==> src/rtl/program_sequencer.sv <==
// Instruction store and run/pause/step sequencer for the 8-bit single-cycle core.
// Loads a program over a valid/ready port, then gates the core with a reset pulse and clock enable.
module program_sequencer #(
    parameter int ADDR_W = 4
) (
    input  logic              clk,
    input  logic              reset,
    input  logic              load_valid,
    output logic              load_ready,
    input  logic [7:0]        load_data,
    input  logic              load_last,
    input  logic              start,
    input  logic              step,
    input  logic              stop,
    input  logic [7:0]        core_pc,
    output logic [7:0]        instruction,
    output logic              core_en,
    output logic              core_rst,
    output logic [ADDR_W:0]   prog_len,
    output logic              done,
    output logic [2:0]        state
);

    localparam int DEPTH = 2 ** ADDR_W;
    localparam int CMP_W = (ADDR_W + 1 > 8) ? ADDR_W + 1 : 8;

    typedef enum logic [2:0] {
        ST_IDLE   = 3'd0,
        ST_LOADED = 3'd1,
        ST_PRIME  = 3'd2,
        ST_RUN    = 3'd3,
        ST_PAUSE  = 3'd4,
        ST_HALT   = 3'd5
    } state_t;

    state_t            state_r;
    state_t            state_next_s;
    logic [ADDR_W-1:0] wr_ptr_r;
    logic [ADDR_W:0]   prog_len_r;
    logic              step_d_r;
    logic              step_pulse_r;
    logic              prime_to_pause_r;
    logic              prime_to_pause_next_s;
    logic              load_fire_s;
    logic              load_end_s;
    logic              in_range_s;
    logic [7:0]        mem_r [DEPTH];

    // Upper pc bits take part in the compare so a wrapped/branched pc counts as out of range.
    assign in_range_s  = CMP_W'(core_pc) < CMP_W'(prog_len_r);
    assign load_fire_s = (state_r == ST_IDLE) && load_valid;
    assign load_end_s  = load_last || (wr_ptr_r == ADDR_W'(DEPTH - 1));
    assign instruction = mem_r[core_pc[ADDR_W-1:0]];
    assign prog_len    = prog_len_r;
    assign state       = state_r;

    // Instruction store write port; contents intentionally survive reset.
    always_ff @(posedge clk) begin
        if (load_fire_s) begin
            mem_r[wr_ptr_r] <= load_data;
        end
    end

    // State, load pointer/length and step edge registers.
    always_ff @(posedge clk or negedge reset) begin
        if (!reset) begin
            state_r          <= ST_IDLE;
            wr_ptr_r         <= '0;
            prog_len_r       <= '0;
            step_d_r         <= 1'b0;
            step_pulse_r     <= 1'b0;
            prime_to_pause_r <= 1'b0;
        end else begin
            state_r          <= state_next_s;
            step_d_r         <= step;
            step_pulse_r     <= step && !step_d_r;
            prime_to_pause_r <= prime_to_pause_next_s;
            if (load_fire_s) begin
                wr_ptr_r   <= wr_ptr_r + ADDR_W'(1);
                prog_len_r <= prog_len_r + (ADDR_W + 1)'(1);
            end
        end
    end

    // Next-state and output decode; stop outranks start, which outranks step.
    always_comb begin
        state_next_s          = state_r;
        prime_to_pause_next_s = prime_to_pause_r;
        load_ready            = 1'b0;
        core_en               = 1'b0;
        core_rst              = 1'b0;
        done                  = 1'b0;
        case (state_r)
            ST_IDLE: begin
                load_ready = 1'b1;
                if (load_valid && load_end_s) begin
                    state_next_s = ST_LOADED;
                end else begin
                    state_next_s = ST_IDLE;
                end
            end
            ST_LOADED, ST_HALT: begin
                done = (state_r == ST_HALT);
                if (stop) begin
                    state_next_s = state_r;
                end else if (start) begin
                    state_next_s          = ST_PRIME;
                    prime_to_pause_next_s = 1'b0;
                end else if (step_pulse_r) begin
                    state_next_s          = ST_PRIME;
                    prime_to_pause_next_s = 1'b1;
                end else begin
                    state_next_s = state_r;
                end
            end
            ST_PRIME: begin
                core_rst = 1'b1;
                if (prime_to_pause_r) begin
                    state_next_s = ST_PAUSE;
                end else begin
                    state_next_s = ST_RUN;
                end
            end
            ST_RUN: begin
                core_en = in_range_s;
                if (stop) begin
                    state_next_s = ST_PAUSE;
                end else if (!in_range_s) begin
                    state_next_s = ST_HALT;
                end else begin
                    state_next_s = ST_RUN;
                end
            end
            ST_PAUSE: begin
                if (stop) begin
                    state_next_s = ST_PAUSE;
                end else if (start) begin
                    state_next_s = ST_RUN;
                end else if (step_pulse_r) begin
                    if (in_range_s) begin
                        core_en      = 1'b1;
                        state_next_s = ST_PAUSE;
                    end else begin
                        state_next_s = ST_HALT;
                    end
                end else begin
                    state_next_s = ST_PAUSE;
                end
            end
            default: begin
                state_next_s = ST_IDLE;
            end
        endcase
    end

endmodule

==> config.mk <==
export PLATFORM = sky130hd
export DESIGN_NAME = program_sequencer
export DESIGN_NICKNAME = d
export VERILOG_FILES = /design/src/rtl/program_sequencer.sv
export SDC_FILE = /design/constraint.sdc
export NUM_CORES = 1
export LEC_CHECK = 0
export ABC_AREA = 1
export BUFFER_PORTS_ARGS = -buffer_cell sky130_fd_sc_hd__buf_2
export CAP_MARGIN = 20
export CORE_ASPECT_RATIO = 0.6
export CORE_MARGIN = 5
export CORE_UTILIZATION = 60
export DETAILED_ROUTE_END_ITERATION = 6
export PLACE_DENSITY = 0.79
export SLEW_MARGIN = 25
export SYNTH_ARGS = -nofsm -noshare
export SYNTH_HDL_FRONTEND = slang
export SYNTH_SLANG_ARGS = --single-unit
==> constraint.sdc <==
create_clock -name clk -period 4.8 [get_ports clk]
set_clock_uncertainty 0.15 [all_clocks]
set_input_delay 0.72 -clock clk [delete_from_list [all_inputs] [get_ports clk]]
set_output_delay 0.72 -clock clk [all_outputs]
set_load 0.005 [all_outputs]
==> results.cfg <==
[pwr]
irDropWorstVdd_mv = 0.2978
leakage_nw = 2.499
power.density_nw_per_um2 = 479.1

[placement]
post-place-ws_ns = 1.549
dpl_cell_area_um2 = 6265
gp_congestion = 0.9129
port_buffers = 42
hpwl_mm = 8.483

[drt]
detail_route.wl_per_cell_um = 21.27
met1_length_mm = 5.967
drc = 0
wl_met2_mm = 6.197
highest_layer = met4
wirelength_mm = 13.59
ant_nets = 0
drtPass1Iterations = 6
drt_iter0_drc = 499
via_per_inst = 6.111
wl_met3_mm = 1.187
vias = 3905

[setup_path]
critPathRequiredTime_ns = 3.93
r2r-end = mem_r[14][4]$_DFFE_PP_
worstPathMaxFanout = 36
crit_path_start_kind = input pin
critical_path_arrival_ns = 2.42
reg2regPathDepth = 5
critPathKind = input pin to primary output
reg2reg_setup_slack_ns = 2.34
critPathCaptureType = primary output
r2r-start = state[1]$_DFFE_PN0P_

[logic_synthesis]
synthMuxAreaShare = 0.03999
synth_edf_count = 128
async_flop_share = 0.1049
syn_nets = 482
syn_area_per_cell_um2 = 13.35
synth_top_family_by_area = compound AO/OA/AOI/OAI gates
synthCells = 450
synth-seq-cells = 143
yosys.area_share.adder = 0.01875
yosysWarnings = 0
synthXorXnorAreaFrac = 0.01021
ys_types = 34
yosys.area_share.simple = 0.09331
ys.flop_type = edfxtp_1
syn_area_um2 = 6007
synth_compound_area_frac = 0.09519
synth-seq-area-share = 0.7024

[finish]
drive_above_1_share = 0.1508
nets = 523
seqCellArea_um2 = 4219
n_antenna_cell = 0
nFillCells = 675
syn2layout_area_growth_pct = 13.29
multi_input_area_um2 = 1546
final_cell_area_um2 = 6805

[timing]
relSlewSlack = 0.3206
setup_slack_ns = 1.515
tightest_slew_ns = 1.015
maxSlewViolCount = 0
timing_hold_violations_final = 0
finalSetupViolCount = 0
fmax_mhz = 304.4
post-route-period-util = 0.6844
rsz0062_at_grt = no
setup_tns_ns = 0
fin_crit_ns = 3.285

[clock_tree]
post_cts_buffers = 0
clkTransAtPathRegs_ns = 0.06
max-clock-path-buffers = 2
clock_latency_ns = 0.42
htree_levels = 4
cts_tree = built
cts.sinks = 143
numCtsBuffers = 17
cts_root_buf = clkbuf_16
ctsResizeCount = 0
holdBufCountCts = 0

[grt]
antenna_found_initial = 0
grt_max_degree = 65
grt.overflow.total = 0
grt_pass1_wl_mm = 21.29
grt_use_total = 0.2356
grt_pass1_vias = 3819

[flow_run]
max-cap-violations = 0

[hold_path]
worstHoldPathType = input pin to asynchronous set/reset pin

[floorplan]
start_util = 0.6124
fp.dieW_um = 139.2
io_pins = 43
coreArea_um2 = 9809
row_count = 28
die_h_um = 87.51
die_area_um2 = 12180

[status]
status = completed
final cells by class:
class                      count  share of cell area
sequential                   143              0.6200
multi-input combinational    258              0.2272
clock buffer                  23             0.06582
timing repair buffer          44             0.03309
tap                          135             0.02482
inverter                      27             0.01544
clock inverter                 9             0.01361
power breakdown:
| part | switching (W) | internal (W) |
|---|---|---|
| sequential | 0.0000861 | 0.00146 |
| clock | 0.000469 | 0.000755 |
| combinational | 0.000321 | 0.000168 |
| total | 0.000876 | 0.00238 |
layer usage:
metal	vias to the layer above	track usage
met5	-	0
met4	0	0.09147
met3	28	0.05485
met2	234	0.3606
met1	1898	0.3358
li1	1745	-
cells in the final DEF, fill, tap and decap left out, types with 3 or more instances in the layout:
master	n
edfxtp_1	128
nor2_1	71
o21ai_0	42
buf_2	42
nand2_1	32
inv_1	24
mux2i_1	24
clkbuf_16	17
o211ai_1	16
o221ai_1	16
dfrtp_1	15
nand3_1	11
o22ai_1	9
ha_1	9
xor2_1	6
clkbuf_1	6
clkinv_1	5
a31oi_1	4
clkinv_2	3
per-stage QoR:
step / hold slack, ns / std cells / util / total power, W
4_1_cts: 0.06647 / 639 / 0.6938 / 0.003263
3_3_place_gp: 0.2335 / 607 / 0.6386 / 0.002021
2_1_floorplan: 0.2263 / 450 / - / 0.001870
5_1_grt: 0.09612 / 639 / 0.6938 / 0.003392
6_report: 0.07122 / 639 / 0.6938 / 0.003261
3_5_place_dp: 0.2392 / 607 / 0.6386 / 0.002050
cells by family (layout without fill, tap and decap cells):
| kind of cell | Yosys count | after routing |
|---|---|---|
| buffers and inverters | 49 | 103 |
| xor gates and xnor gates | 7 | 7 |
| and+or+nand+nor | 127 | 127 |
| DFF | 143 | 143 |
| muxes | 24 | 24 |
| adders and majority gates | 9 | 9 |
| AOI/OAI and AO/OA | 91 | 91 |
synthesized netlist by cell type, types with 2 or more instances:
| cell type | count | area (µm²) |
|---|---|---|
| nor3_1 | 2 | 10.01 |
| o211ai_1 | 16 | 120.1 |
| nand2_1 | 32 | 120.1 |
| edfxtp_1 | 128 | 3844 |
| nand4_1 | 2 | 12.51 |
| clkbuf_1 | 7 | 26.28 |
| nor2_1 | 71 | 266.5 |
| dfrtp_1 | 15 | 375.4 |
| nand2_4 | 2 | 22.52 |
| buf_6 | 4 | 45.04 |
| ha_1 | 9 | 112.6 |
| nand3_1 | 11 | 55.05 |
| o21ai_1 | 2 | 10.01 |
| inv_1 | 24 | 90.09 |
| nand4_2 | 2 | 25.02 |
| xor2_1 | 6 | 52.55 |
| a21oi_1 | 2 | 10.01 |
| o21ai_0 | 42 | 210.2 |
| buf_2 | 6 | 30.03 |
| buf_4 | 4 | 30.03 |
| o22ai_1 | 9 | 56.30 |
| a31oi_1 | 4 | 25.02 |
| o221ai_1 | 16 | 140.1 |
| mux2i_1 | 24 | 240.2 |
sequential cells by signal, indices dropped and copies added (netlist names):
name	count
step_d_r	1
prog_len	5
step_pulse_r	1
prime_to_pause_r	1
mem_r	128
state	3
wr_ptr_r	4
worst max-delay path by stage:
stage	from	end	slack (ns)	cells past startpoint
final	core_pc[1]	instruction[7]	1.51	7
after global placement	core_pc[1]	instruction[2]	1.65	7
after CTS	core_pc[0]	instruction[1]	1.55	7
after floorplan	core_pc[4]	core_en	2.28	4
after detailed placement	core_pc[0]	instruction[1]	1.55	7
after global routing	core_pc[1]	instruction[7]	1.39	7
critical path, stage by stage:
cell and delay, ns:
buf_2 0.50, buf_4 0.39, o21ai_0 0.15, o221ai_1 0.24, nand3_1 0.13, nand2_1 0.14, buf_2 0.13
No activity file was read; power rests on OpenSTA's default activity.
